===== config.mk =====
export PLATFORM = sky130hd
export DESIGN_NAME = fft_chan_sched
export DESIGN_NICKNAME = d
export VERILOG_FILES = /design/src/rtl/fft_chan_sched_pkg.sv /design/src/rtl/fft_chan_sched_rr_arb2.sv /design/src/rtl/fft_chan_sched.sv
export SDC_FILE = /design/constraint.sdc
export NUM_CORES = 1
export LEC_CHECK = 0
export ABC_AREA = 0
export CAP_MARGIN = 20
export CORE_UTILIZATION = 47
export DETAILED_ROUTE_END_ITERATION = 12
export PLACE_DENSITY = 0.68
export SYNTH_ARGS = -nofsm -noshare
export SYNTH_HDL_FRONTEND = slang
export SYNTH_SLANG_ARGS = --single-unit
export TNS_END_PERCENT = 20

===== constraint.sdc =====
create_clock -name clk_FFT -period 1.8 [get_ports clk_FFT]
set_input_delay 0.27 -clock clk_FFT [delete_from_list [all_inputs] [get_ports clk_FFT]]
set_output_delay 0.27 -clock clk_FFT [all_outputs]
set_load 0.02 [all_outputs]

===== src/rtl/fft_chan_sched_pkg.sv =====
// Shared constants, state encoding and helpers for the FFT channel scheduler.
package fft_chan_sched_pkg;

   localparam int NFFT_DEF   = 256;
   localparam int ADDR_W_DEF = 8;
   localparam int TO_CYC_DEF = 4095;
   localparam int TO_W_DEF   = 12;

   typedef enum logic [2:0] {
      ST_IDLE    = 3'd0,
      ST_START   = 3'd1,
      ST_LOAD    = 3'd2,
      ST_WAIT_DV = 3'd3,
      ST_UNLOAD  = 3'd4,
      ST_DONE    = 3'd5
   } state_t;

   // Channel index (0 = ADC1, 1 = ADC2) to its ch_done bit.
   function automatic logic [1:0] ch_onehot(input logic ch);
      ch_onehot = {ch, ~ch};
   endfunction

endpackage


===== src/rtl/fft_chan_sched_rr_arb2.sv =====
// Two-way round-robin arbiter: on contention the channel not served last wins.
module fft_chan_sched_rr_arb2 (
   input  logic [1:0] i_eligible,
   input  logic       i_last_ch,
   output logic       o_gnt,
   output logic       o_gnt_ch
);

   assign o_gnt    = |i_eligible;
   assign o_gnt_ch = (&i_eligible) ? ~i_last_ch : i_eligible[1];

endmodule


===== src/rtl/fft_chan_sched.sv =====
// Time-shares one FFT core between ADC1 and ADC2: arbitrate, start, load, collect, signal done.
module fft_chan_sched
   import fft_chan_sched_pkg::*;
#(
   parameter int NFFT   = NFFT_DEF,
   parameter int ADDR_W = ADDR_W_DEF,
   parameter int TO_CYC = TO_CYC_DEF,
   parameter int TO_W   = TO_W_DEF
) (
   input  logic              clk_FFT,
   input  logic              rst_n,
   input  logic [1:0]        frame_req,
   input  logic [1:0]        rd_busy,
   input  logic              dv_FFT,
   output logic              start_FFT,
   output logic              En_FFT1,
   output logic              xn_sel,
   output logic              xn_rd_en,
   output logic [ADDR_W-1:0] xn_rd_addr,
   output logic [1:0]        ch_done,
   output logic              busy,
   output logic              to_err
);

   localparam logic [ADDR_W-1:0] ADDR_LAST = ADDR_W'(NFFT - 1);
   localparam logic [ADDR_W:0]   UCNT_LAST = (ADDR_W+1)'(NFFT - 1);
   localparam logic [TO_W-1:0]   TO_LAST   = TO_W'(TO_CYC - 1);

   state_t              r_state, w_state_next;
   logic                r_cur_ch, r_last_ch, r_start, r_en_fft1, r_xn_sel, r_rd_en;
   logic                r_busy, r_to_err;
   logic [ADDR_W-1:0]   r_addr;
   logic [ADDR_W:0]     r_ucnt;
   logic [TO_W-1:0]     r_to_cnt;
   logic [1:0]          r_ch_done;

   logic                w_gnt, w_gnt_ch, w_err_set;
   logic [1:0]          w_eligible;
   logic                w_cur_ch_next, w_last_ch_next, w_en_fft1_next, w_xn_sel_next;
   logic [ADDR_W-1:0]   w_addr_next;
   logic [ADDR_W:0]     w_ucnt_next;
   logic [TO_W-1:0]     w_to_next;
   logic [1:0]          w_ch_done_next;

   assign w_eligible = frame_req & ~rd_busy;

   fft_chan_sched_rr_arb2 u_arb (
      .i_eligible (w_eligible),
      .i_last_ch  (r_last_ch),
      .o_gnt      (w_gnt),
      .o_gnt_ch   (w_gnt_ch)
   );

   always_ff @(posedge clk_FFT or negedge rst_n) begin
      if (!rst_n) r_state <= ST_IDLE;
      else        r_state <= w_state_next;
   end

   // Requests and dv_FFT only matter in the states that look at them.
   always_comb begin
      w_state_next = r_state;
      w_err_set    = 1'b0;
      case (r_state)
         ST_IDLE:    if (w_gnt) w_state_next = ST_START;
         ST_START:   w_state_next = ST_LOAD;
         ST_LOAD:    if (r_addr == ADDR_LAST) w_state_next = ST_WAIT_DV;
         ST_WAIT_DV: begin
            if (dv_FFT) begin
               w_state_next = ST_UNLOAD;
            end else if (r_to_cnt == TO_LAST) begin
               w_state_next = ST_DONE;
               w_err_set    = 1'b1;
            end
         end
         ST_UNLOAD: begin
            if (!dv_FFT) begin
               w_state_next = ST_DONE;
               w_err_set    = 1'b1;
            end else if (r_ucnt == UCNT_LAST) begin
               w_state_next = ST_DONE;
            end
         end
         ST_DONE:    w_state_next = ST_IDLE;
         default:    w_state_next = ST_IDLE;
      endcase
   end

   always_comb begin
      w_cur_ch_next  = r_cur_ch;
      w_last_ch_next = r_last_ch;
      w_en_fft1_next = r_en_fft1;
      w_xn_sel_next  = r_xn_sel;
      w_addr_next    = '0;
      w_ucnt_next    = r_ucnt;
      w_to_next      = r_to_cnt;
      case (r_state)
         ST_IDLE: begin
            if (w_gnt) begin
               w_cur_ch_next  = w_gnt_ch;
               w_en_fft1_next = ~w_gnt_ch;
               w_xn_sel_next  = w_gnt_ch;
            end
         end
         ST_START: begin
            w_ucnt_next = '0;
            w_to_next   = '0;
         end
         ST_LOAD:    if (w_state_next == ST_LOAD) w_addr_next = r_addr + 1'b1;
         ST_WAIT_DV: begin
            w_to_next = (r_to_cnt == '1) ? r_to_cnt : r_to_cnt + 1'b1;
            if (dv_FFT) w_ucnt_next = (ADDR_W+1)'(1);
         end
         ST_UNLOAD:  if (dv_FFT) w_ucnt_next = r_ucnt + 1'b1;
         ST_DONE:    w_last_ch_next = r_cur_ch;
         default:    ;
      endcase
      w_ch_done_next = (w_state_next == ST_DONE && !w_err_set) ? ch_onehot(r_cur_ch) : 2'b00;
   end

   always_ff @(posedge clk_FFT or negedge rst_n) begin
      if (!rst_n) begin
         r_cur_ch  <= 1'b0;
         r_last_ch <= 1'b1;
         r_start   <= 1'b0;
         r_en_fft1 <= 1'b1;
         r_xn_sel  <= 1'b0;
         r_rd_en   <= 1'b0;
         r_addr    <= '0;
         r_ucnt    <= '0;
         r_to_cnt  <= '0;
         r_ch_done <= 2'b00;
         r_busy    <= 1'b0;
         r_to_err  <= 1'b0;
      end else begin
         r_cur_ch  <= w_cur_ch_next;
         r_last_ch <= w_last_ch_next;
         r_start   <= (w_state_next == ST_START);
         r_en_fft1 <= w_en_fft1_next;
         r_xn_sel  <= w_xn_sel_next;
         r_rd_en   <= (w_state_next == ST_LOAD);
         r_addr    <= w_addr_next;
         r_ucnt    <= w_ucnt_next;
         r_to_cnt  <= w_to_next;
         r_ch_done <= w_ch_done_next;
         r_busy    <= (w_state_next != ST_IDLE);
         r_to_err  <= r_to_err | w_err_set;
      end
   end

   assign start_FFT  = r_start;
   assign En_FFT1    = r_en_fft1;
   assign xn_sel     = r_xn_sel;
   assign xn_rd_en   = r_rd_en;
   assign xn_rd_addr = r_addr;
   assign ch_done    = r_ch_done;
   assign busy       = r_busy;
   assign to_err     = r_to_err;

endmodule


==> impl_results.md <==
- Vias in the first global route: 1652
- CP peak stage delay: approximately 0.60 ns
- Detailed-route DRC error count: 0
- Placed insts: 299
- Clock root cell: clkbuf_8
- Clock Latency Late Sink: 0.30 ns
- Port bufs: 22
- Crit path kind: reg -> out
- Yosys cell types: 44
- Drt wl/cell: around 14 µm
- Area leader, netlist: dfrtp_1
- Yosys reg bits: 41
- Register area share after synthesis: approximately half
- Most common cell in the netlist: dfrtp_1
- Layout cells sized above 1: between 10 and 15%
- Logic pwr share: between 30 and 40%
- Synth Flop Type: dfrtp_1
- CP Cell Sequence: clkdlybuf4s50_1
- Int Power: about 2.1 mW
- Critical Path Start Type: flop
- Area delta synth->final: 23.53%
- CP startpoint: En_FFT1
- # nets final: between 200 and 300
- N_diodes: 0
- Fillers: 371
- Top cells by count, synth: 39 x dfrtp_1, 20 x nor2_1, 14 x a21oi_1, 14 x nand2_1
- Longest Clk Path Bufs: 2
- R2r startpoint: r_to_cnt[0]
- Final Skew: 0.005161 ns
- CTS buffer count: 5
- Final Cell Area: 0.002628 mm²
- Largest net degree at the start of global routing: 22
- Worst-path clk slew: around 0.08 ns
- Number of synthesized flops with an enable pin: 0
- H-tree level count: 2
- Flop pwr share: 39.2%
- Die Area: approximately 0.0048 mm²
- Worst EP arrival: 1.44 ns
- Reg2reg setup slack: 0.14 ns
- Antenna viol nets, final: 0
- Worst path slowest cell: clkdlybuf4s50_1
- Syn nets: 230
- Synth Area per Inst: between 9 and 10 µm²
- Sw frac: 34.86%
- Max-slew headroom: about two thirds
- Worst Tran Pin Value: 0.4944 ns
- Routed WL: between 4 and 5 mm
- Vias per inst: approximately 5.7
- Area share of the largest cell type after synthesis: 45.88%
- IO Pins: 23
- Iteration-0 DRC Markers: 91
- Req. time, crit path: 1.53 ns
- Slew Limit Fails: 0
- Core box area: between 0.004 and 0.005 mm²
- CP Max Fanout: 3
- R2R cell count: 6
- Max Freq: just under 600 MHz
- Die W: between 60 and 70 µm
- Synthesized instance count: roughly 220
- Lkg Pwr: approximately 1.1 nW
- RSZ-0062 raised after global routing: no
- Total GRT Usage: around 21%
- CP Capture Type: output pin
- GPL Wtd Cong: approximately 0.9
- # setup viols final: 0
- Buf/Inv on CP: 1
- GRT overflow: 0
- Peak supply drop: ~0.63 mV
- Reg2reg end: r_to_cnt[5]
- CTS tree: yes
- YS warnings: 0
- CTS Sinks: 41
- Final worst path period share: 95.17%
- Fin util: roughly 60%
- Cell Area, Placed: around 0.0025 mm²
- Tmin final: roughly 1.7 ns
- Pwr/cell area: between 1000 and 1500 mW/mm²
- Die Y: between 60 and 70 µm
- Fin Hold WS: roughly 0.47 ns
- Final Instance Count excl. Fillers: between 300 and 400
- Initial Utilization: between 40% and 50%
- TritonRoute pass-1 iters: 5
- First-pass GRT wire length: ~8 mm
- Outcome: complete, no violations
- Row cnt: 24
- Via count: 1776
- Clock Power Share: around 24%
- Sw power: ~1.1 mW
- Detailed Place HPWL: ~3.1 mm
- Async set or reset register ratio after synthesis: 100.0%
- CP delay by family, top: buffers and inverters
- Hold Vio Cnt, Final: 0
- Hold Crit Class: in -> async
- Antenna violations before repair: 0
- Dominant cells by area after synthesis: dfrtp_1 46%, nor2_1 3.5%, a21oi_1 3.3%
- Post-Syn Area: 0.002127 mm²
- Max-Cap Viols: 0
## layout make-up
cell class	count	area (µm²)	area share, %
clock buffers	7	86.33	3.286
clock inverters	1	30.03	1.143
inverters	5	18.77	0.7143
multi-input cells	164	1040	39.57
flip-flops and latches	41	1030	39.19
well taps	52	65.06	2.476
repair buffers	39	357.8	13.62
## kinds of logic (layout without fill, tap and decap cells)
kind of cell / Yosys count / in the layout / share of synthesized area [%]
DFF: 41 / 41 / 48.35
AOI/OAI and AO/OA: 51 / 51 / 15.94
xor gates and xnor gates: 9 / 9 / 3.706
adders and majority gates: 5 / 5 / 2.941
buffers and inverters: 13 / 52 / 2.941
and+or+nand+nor: 96 / 96 / 24.65
muxes: 3 / 3 / 1.471
## power by group through the flow
stage	combinational (mW)	sequential (mW)	clock (mW)
5_1_grt	1.27	1.26	0.828
3_3_place_gp	1.13	1.25	0
3_5_place_dp	1.15	1.25	0
2_1_floorplan	0.586	1.35	0
6_report	1.16	1.24	0.766
4_1_cts	1.16	1.23	0.783
## cell usage in the layout, fill, tap and decap left out, drive strengths merged, types with 2 or more instances in the layout
cell	Yosys	routed
and3	7	7
nand4	9	9
a22o	2	2
and4	4	4
o31ai	4	4
clkdlybuf4s50	0	21
nor2b	4	4
nor3	7	7
inv	5	5
o21ai	11	11
a211oi	2	2
nor2	20	20
a41oi	2	2
nand2	14	14
mux2i	2	2
buf	4	17
o22ai	4	4
a21oi	15	15
a31oi	3	3
nand2b	5	5
nand3	11	11
xor2	8	8
or3	6	6
clkbuf	4	7
dfrtp	39	39
or4	4	4
o211ai	2	2
dfstp	2	2
ha	5	5
## metal layers
metal	global-route usage [%]	up-vias	wire [µm]
li1	-	886	-
met1	29.00	849	2125
met2	30.96	35	2111
met3	4.506	6	174
met4	8.617	0	68
met5	0	-	0
## flip-flops by register name, indices dropped and copies added, names as in the netlist
| register | cells |
|---|---|
| xn_sel | 1 |
| xn_rd_en | 1 |
| En_FFT1 | 1 |
| to_err | 1 |
| busy | 1 |
| ch_done | 2 |
| xn_rd_addr | 8 |
| r_state | 3 |
| r_to_cnt | 12 |
| r_last_ch | 1 |
| r_ucnt | 9 |
| start_FFT | 1 |
## repair_timing
item                       in CTS  in global routing
setup buffers                   0                  1
resized for setup               0                  3
hold buffers                    1                  0
setup endpoints to repair       0                  3
hold endpoints to repair       18                  0
## through the flow
| stage | TNS [ns] | worst slack, ns | power (mW) |
|---|---|---|---|
| 3_5_place_dp | -0.07767 | -0.03622 | 2.397 |
| 4_1_cts | 0 | 0.07081 | 3.172 |
| 2_1_floorplan | 0 | 0.2193 | 1.936 |
| 5_1_grt | 0 | 0.01332 | 3.363 |
| 3_3_place_gp | 0 | 0.02909 | 2.382 |
| 6_report | 0 | 0.08688 | 3.160 |
## worst max-delay path by stage
stage / slack, ns / endpoint / cells past startpoint
final: 0.09 / En_FFT1 / 1
after global routing: 0.01 / r_to_cnt[10] / 5
after CTS: 0.07 / En_FFT1 / 1
after detailed placement: -0.04 / r_ucnt[3] / 6
after global placement: 0.03 / r_ucnt[3] / 6
after floorplan: 0.22 / xn_rd_en / 4
Power figures use the tool's default switching activity.
